--- config.mk ---
export PLATFORM = sky130hd
export DESIGN_NAME = regfile_dump_ctrl
export DESIGN_NICKNAME = d
export VERILOG_FILES = /design/src/rtl/regfile_dump_ctrl_pkg.sv /design/src/rtl/regfile_dump_ctrl.sv
export SDC_FILE = /design/constraint.sdc
export NUM_CORES = 1
export LEC_CHECK = 0
export ABC_AREA = 1
export BUFFER_PORTS_ARGS = -buffer_cell sky130_fd_sc_hd__buf_2
export CORE_MARGIN = 5
export CORE_UTILIZATION = 50
export CTS_BUF_LIST = sky130_fd_sc_hd__clkbuf_4 sky130_fd_sc_hd__clkbuf_8 sky130_fd_sc_hd__clkbuf_16
export DETAILED_ROUTE_END_ITERATION = 7
export HOLD_SLACK_MARGIN = 0.12
export PLACE_DENSITY = 0.94
export SETUP_SLACK_MARGIN = 0.1
export SYNTH_ARGS = -nofsm -noshare
export SYNTH_HDL_FRONTEND = slang
export SYNTH_SLANG_ARGS = --single-unit
--- constraint.sdc ---
create_clock -name clock -period 3.25 [get_ports clock]
set_clock_uncertainty 0.15 [all_clocks]
set_input_delay 0 -clock clock [delete_from_list [all_inputs] [get_ports clock]]
set_output_delay 0 -clock clock [all_outputs]
set_load 0.02 [all_outputs]
--- src/rtl/regfile_dump_ctrl_pkg.sv ---
// Shared types and widths for the register-file dump sequencer.
package regfile_dump_ctrl_pkg;

  localparam int REG_ADDR_W = 5;
  localparam int DATA_W     = 32;

  typedef enum logic [1:0] {
    IDLE = 2'd0,
    ADDR = 2'd1,
    SEND = 2'd2
  } dump_state_t;

endpackage

--- src/rtl/regfile_dump_ctrl.sv ---
// Hijacks the regfile A read port when busy and streams registers out over valid/ready;
// transparent pass-through of the processor read address when idle.
module regfile_dump_ctrl
  import regfile_dump_ctrl_pkg::*;
#(
  parameter int NUM_REGS      = 32,
  parameter int FIRST_REG     = 0,
  parameter int SETTLE_CYCLES = 1
) (
  input  logic                  clock,
  input  logic                  reset,
  input  logic                  start,
  input  logic                  abort,
  input  logic [REG_ADDR_W-1:0] proc_rs1,
  output logic [REG_ADDR_W-1:0] rs1_out,
  input  logic [DATA_W-1:0]     regA_in,
  output logic                  dump_valid,
  input  logic                  dump_ready,
  output logic [REG_ADDR_W-1:0] dump_reg,
  output logic [DATA_W-1:0]     dump_data,
  output logic                  busy,
  output logic                  done
);

  if (NUM_REGS < 1 || NUM_REGS > 32 || FIRST_REG < 0 || FIRST_REG >= NUM_REGS ||
      SETTLE_CYCLES < 1) begin : g_param_check
    $error("regfile_dump_ctrl: illegal parameter combination");
  end

  localparam int CNT_W = (SETTLE_CYCLES > 1) ? $clog2(SETTLE_CYCLES) : 1;
  localparam logic [REG_ADDR_W-1:0] FIRST_IDX = REG_ADDR_W'(FIRST_REG);
  localparam logic [REG_ADDR_W-1:0] LAST_IDX  = REG_ADDR_W'(NUM_REGS - 1);
  localparam logic [CNT_W-1:0]      CNT_LAST  = CNT_W'(SETTLE_CYCLES - 1);

  dump_state_t             state_q, state_d;
  logic [REG_ADDR_W-1:0]   idx_q, idx_d;
  logic [CNT_W-1:0]        cnt_q, cnt_d;
  logic                    valid_q, valid_d;
  logic [REG_ADDR_W-1:0]   reg_q, reg_d;
  logic [DATA_W-1:0]       data_q, data_d;
  logic                    done_q, done_d;

  always_ff @(posedge clock or posedge reset) begin
    if (reset) begin
      state_q <= IDLE;
      idx_q   <= FIRST_IDX;
      cnt_q   <= '0;
      valid_q <= 1'b0;
      reg_q   <= '0;
      data_q  <= '0;
      done_q  <= 1'b0;
    end else begin
      state_q <= state_d;
      idx_q   <= idx_d;
      cnt_q   <= cnt_d;
      valid_q <= valid_d;
      reg_q   <= reg_d;
      data_q  <= data_d;
      done_q  <= done_d;
    end
  end

  always_comb begin
    state_d = state_q;
    idx_d   = idx_q;
    cnt_d   = cnt_q;
    valid_d = valid_q;
    reg_d   = reg_q;
    data_d  = data_q;
    done_d  = 1'b0;
    // abort overrides everything, including a handshake on the same edge
    if (abort) begin
      state_d = IDLE;
      valid_d = 1'b0;
      idx_d   = FIRST_IDX;
      cnt_d   = '0;
    end else begin
      case (state_q)
        IDLE: begin
          if (start) begin
            idx_d   = FIRST_IDX;
            cnt_d   = '0;
            state_d = ADDR;
          end
        end
        ADDR: begin
          cnt_d = cnt_q + 1'b1;
          if (cnt_q == CNT_LAST) begin
            data_d  = regA_in;
            reg_d   = idx_q;
            valid_d = 1'b1;
            state_d = SEND;
          end
        end
        SEND: begin
          if (dump_ready) begin
            valid_d = 1'b0;
            if (idx_q == LAST_IDX) begin
              done_d  = 1'b1;
              state_d = IDLE;
            end else begin
              idx_d   = idx_q + 1'b1;
              cnt_d   = '0;
              state_d = ADDR;
            end
          end
        end
        default: state_d = IDLE;
      endcase
    end
  end

  assign busy       = (state_q != IDLE);
  assign rs1_out    = busy ? idx_q : proc_rs1;
  assign dump_valid = valid_q;
  assign dump_reg   = reg_q;
  assign dump_data  = data_q;
  assign done       = done_q;

endmodule

### Word-level counts from Yosys, hierarchy flattened

Index checks and enable logic that the tools add are counted.

| cells by class | value |
|---|---|
| $add $sub $neg | 2 |
| eq/ne operators | 7 |
| mux-type cells | 25 |
| bitwise logic cells | 2 |
| reductions and logical operators | 10 |

Operators with widths:

| cell | number |
|---|---|
| 5-bit two-way mux | 5 |
| 1-bit two-way mux | 12 |
| 3-bit != test (second input constant) | 4 |
| 5-bit one-hot mux with 2 select lines | 1 |
| 3-bit AND reduction | 3 |
| 2-bit two-way mux | 4 |
| 4-bit AND reduction | 2 |
| 2-bit one-hot mux with 3 select lines | 1 |
| 3-bit nonzero test | 2 |
| 5-bit by 1-bit adder with 5-bit output (second input constant) | 1 |
| 5-bit == test (second input constant) | 1 |
| 4-bit nonzero test | 1 |
| 1-bit one-hot mux with 3 select lines | 1 |
| 2-bit by 1-bit == test with 1-bit output (second input constant) | 1 |
| 2-bit == test (second input constant) | 1 |
| 2-bit zero test | 1 |
| 1-bit NOT | 2 |
| 1-bit one-hot mux with 2 select lines | 1 |
| 2-bit nonzero test | 1 |
| 1-bit adder (second input constant) | 1 |

| word-level totals | value |
|---|---|
| flip-flop bits (word level) | 47 |
| logic and storage cells | 53 |

### Depth between registers and ports, before layout

| depth | value |
|---|---|
| depth in word-level cells | 5 |
| gate-level depth with buffers | 11 |

### Worst setup path before layout

Ideal clock, no wire load.

| timing | value |
|---|---|
| path type | register to register |
| start | register idx_q[0] |
| end | register idx_q[3] |
| setup time | 0.116 ns |
| arrival | 1.415 ns |
| data required time | 2.984 ns |
| slack | 1.569 ns |
| cell stages (with the launch flop) | 11 |
| clock period less this slack | 1.681 ns |
| cells stage by stage | dfrtp_1 > ha_1 > nand2_1 > nor2_1 > ha_1 > inv_1 > nand2_1 > nand3_1 > nand3_1 > nand2_1 > nand2_1 |

| on the way | value |
|---|---|
| word-level cells in the longest chain between the ends | 5 |
| elaborated cells between the ends (all ways) | 8 |
| classes of those cells | add/sub: 1; eq/ne: 2; mux: 4; reduce/logical: 1 |

RTL lines:

| what | line | source |
|---|---|---|
| start, declared | regfile_dump_ctrl.sv:36 | `logic [REG_ADDR_W-1:0] idx_q, idx_d;` |
| start signal, assigned | regfile_dump_ctrl.sv:54 | `idx_q <= idx_d;` |
| 5-bit by 1-bit adder with 5-bit output | regfile_dump_ctrl.sv:102 | `idx_d = idx_q + 1'b1;` |
| 5-bit two-way mux | regfile_dump_ctrl.sv:98 | `if (idx_q == LAST_IDX) begin` |
| 5-bit two-way mux | regfile_dump_ctrl.sv:96 | `if (dump_ready) begin` |
| 5-bit one-hot mux with 2 select lines | regfile_dump_ctrl.sv:78 | `case (state_q)` |
| 5-bit two-way mux | regfile_dump_ctrl.sv:72 | `if (abort) begin` |

Parallel ways exist; a longest one is shown, timed or not. The select of a mux whose other input is x is not followed.
A chain may end at the register's enable or synchronous reset.

### Worst setup path after layout

| timing | value |
|---|---|
| start | register state_q[1] |
| end | register reg_q[1] (netlist: dump_reg[1]) |

| on the way | value |
|---|---|
| word-level cells in the longest chain between the ends | 2 |

RTL lines:

| what | line | source |
|---|---|---|
| start, declared | regfile_dump_ctrl.sv:35 | `dump_state_t state_q, state_d;` |
| start signal, assigned | regfile_dump_ctrl.sv:53 | `state_q <= state_d;` |
| 2-bit by 1-bit == test with 1-bit output | regfile_dump_ctrl.sv:78 |  |
| 3-bit AND reduction (no line) | n/a |  |
| end signal, assigned | regfile_dump_ctrl.sv:57 | `reg_q <= reg_d;` |
| end, declared | regfile_dump_ctrl.sv:39 | `logic [REG_ADDR_W-1:0] reg_q, reg_d;` |

Every way passes these cells.

==> run summary <==
Initial antenna violation count - 0
GR Overflow Total - 0
Synthesized area per cell - 8.27 sq um
Routability congestion estimate - 0.764
RSZ-0062 raised after global routing - no
Sw Share - 0.402
Port Buffer Count - 86
Peak Freq - 459 MHz
Reg clk slew, reported paths - 0.08 ns
Clock sink count - 47
Final setup TNS - 0 ns
Number of inserted diodes - 0
Routed WL per cell - 13.3 um
Resized cells post-CTS - 0
#FFs+latches synth - 47
DRT Pass-1 Iters - 4
Post-Syn Nets - 295
Startpoint types - flop
Vias - 2105
LEAKAGE - 0.00169 uW
Global-route wire length before repair - 9.00 mm
Clock power frac - 0.181
Worst Setup End Kind - flop
Final hold violation count - 0
Slew HR - 0.363
Clock tree buffer depth - 2
Post-route cell area - 0.00299 sq mm
Register share of total power - 0.423
Required time worst endpoint - 3.26 ns
Core area - 0.00400 sq mm
Largest net degree at the start of global routing - 48
Antenna Nets Post-Route - 0
Die W - 74.5 um
Psw - 841 uW
Placed Area - 0.00253 sq mm
Initial cell density of the core - 0.519
Worst-skew pair later-pin latency - 0.29 ns
Nets@finish - 414
Fillers - 290
Arr. time, crit path - 2.19 ns
Row count - 23
CTS buffer count - 5
CTS tree - yes
Max Cap Violations - 0
Share of layout cells above drive strength 1 - 0.280
Number of global-route vias before repair - 2098
Mapped Cells - 251
Post-synth cell types - 16
Outcome - completed
Dpl hpwl - 3.60 mm
Slew @ Worst Pin - 0.953 ns
First-iteration detailed-routing DRC count - 115
Die height - 74.5 um
# IOs - 87
Max-slew violations - 0
Hold Crit Class - primary input to output pin
Post-Route WL - 5.59 mm
Crit-path max FO - 44
PD cells - 700 mW/mm^2
Final worst-path cycle share - 0.671
DRC - 0
Area growth syn-to-layout - 44.0%
Sequential share of the synthesized area - 0.566
Combinational share of power - 0.396
Tmin final - 2.18 ns
Peak VDD IR - 0.402 mV
Root Driver - clkbuf_8
Pint - 1250 uW
Die footprint - 0.00554 sq mm
Yosys warnings - 0
Final setup viols - 0
Via density - 5.00
Syn Std Cell Area - 0.00208 sq mm
Number of H-tree levels - 2
Max reg flops - 32
Total Routing Usage GR - 0.209
Crit Path Category - flop to flop
==> synth_stat cells <==
library cell | number | area [sq um]
dfrtp_1 | 47 | 1180
a21oi_1 | 2 | 10.0
nand4_1 | 1 | 6.26
nor3_4 | 1 | 16.3
o21ai_0 | 6 | 30.0
inv_1 | 15 | 56.3
ha_1 | 2 | 25.0
buf_4 | 1 | 7.51
nand3_1 | 41 | 205
buf_2 | 8 | 40.0
o21ai_2 | 5 | 43.8
buf_1 | 2 | 7.51
nand2_2 | 1 | 6.26
clkbuf_1 | 1 | 3.75
nor2_1 | 15 | 56.3
nand2_1 | 103 | 387
==> cell type report <==
class	count	area (sq um)	share of cell area
clock buffer	8	104	0.0347
inverter	15	56.3	0.0188
multi-input combinational	177	786	0.263
sequential	47	1180	0.393
tap	50	62.6	0.0209
timing repair buffer	124	806	0.269
==> cell usage in the layout, fill, tap and decap left out <==
cell type      count
nor2_1            15
buf_4              2
o21ai_2            5
clkbuf_8           7
inv_2              1
nand3_1           41
nor3_4             1
inv_1             14
dlygate4sd3_1     36
nand2_2            1
nand4_1            1
clkbuf_4           1
a21oi_1            2
nand2_1          103
buf_2             86
ha_1               2
o21ai_0            6
dfrtp_1           47
==> through the flow <==
step	utilization	power, uW	hold slack, ns	std cells	setup WS, ns
after CTS	0.748	2100	0.183	421	1.06
after global routing	0.748	2220	0.197	421	0.902
after global placement	0.632	1650	0.0820	377	1.17
after floorplan	-	1390	-0.0298	251	1.57
after detailed placement	0.632	1680	0.0817	377	1.10
final	0.748	2090	0.180	421	1.07
==> repair_timing <==
item / in CTS / in global routing
hold endpoints to repair: 89 / 0
setup buffers: 0 / 0
hold buffers: 36 / 0
==> path summary, 6_finish.rpt <==
check / to / depth (start not counted) / slack [ns] / start
min in group asynchronous: idx_q[1]$_DFFE_PP0P_ / 3 / 0.33 / reset
hold reg to reg: dump_data[13]$_DFFE_PP0P_ / 2 / 0.32 / dump_data[13]$_DFFE_PP0P_
max in group asynchronous: dump_data[9]$_DFFE_PP0P_ / 3 / 2.03 / reset
setup reg to reg: dump_reg[1]$_DFFE_PP0P_ / 5 / 1.07 / state_q[1]$_DFFE_PP0P_
setup / recovery: dump_reg[1]$_DFFE_PP0P_ / 5 / 1.07 / state_q[1]$_DFFE_PP0P_
hold / removal: rs1_out[2] / 4 / 0.18 / proc_rs1[2]
==> critical path, cell delays in order, from the launching register on <==
cell     delay [ns]
dfrtp_1        0.44
nor3_4         0.19
buf_4          0.34
nand2_2        0.56
nand2_1        0.27
o21ai_2        0.08
==> routing by layer <==
layer  share of wire  track usage  up-vias  wire, um
met1            0.38        0.237      985      2120
met4           0.019       0.0731        0       106
met3           0.068       0.0473       11       378
met2            0.53        0.382       82      2980
met5               0            0        -         0
li1                -            -     1027         -
==> cell families (layout without fill, tap and decap cells) <==
| group | after synthesis | after routing | synth area share |
|---|---|---|---|
| flip-flops | 47 | 47 | 0.566 |
| AND/OR/NAND/NOR | 162 | 162 | 0.326 |
| buffers and inverters | 27 | 147 | 0.0554 |
| AO/OA/AOI/OAI | 13 | 13 | 0.0404 |
| adder cells (fa/ha/maj) | 2 | 2 | 0.0120 |
==> power by group through the flow <==
stage / combinational (uW) / sequential (uW) / clock [uW]
after floorplan: 269 / 1120 / 0
after global placement: 770 / 882 / 0
after detailed placement: 795 / 887 / 0
after CTS: 830 / 877 / 390
after global routing: 905 / 907 / 412
final: 830 / 885 / 379
Power figures use the tool's default switching activity.
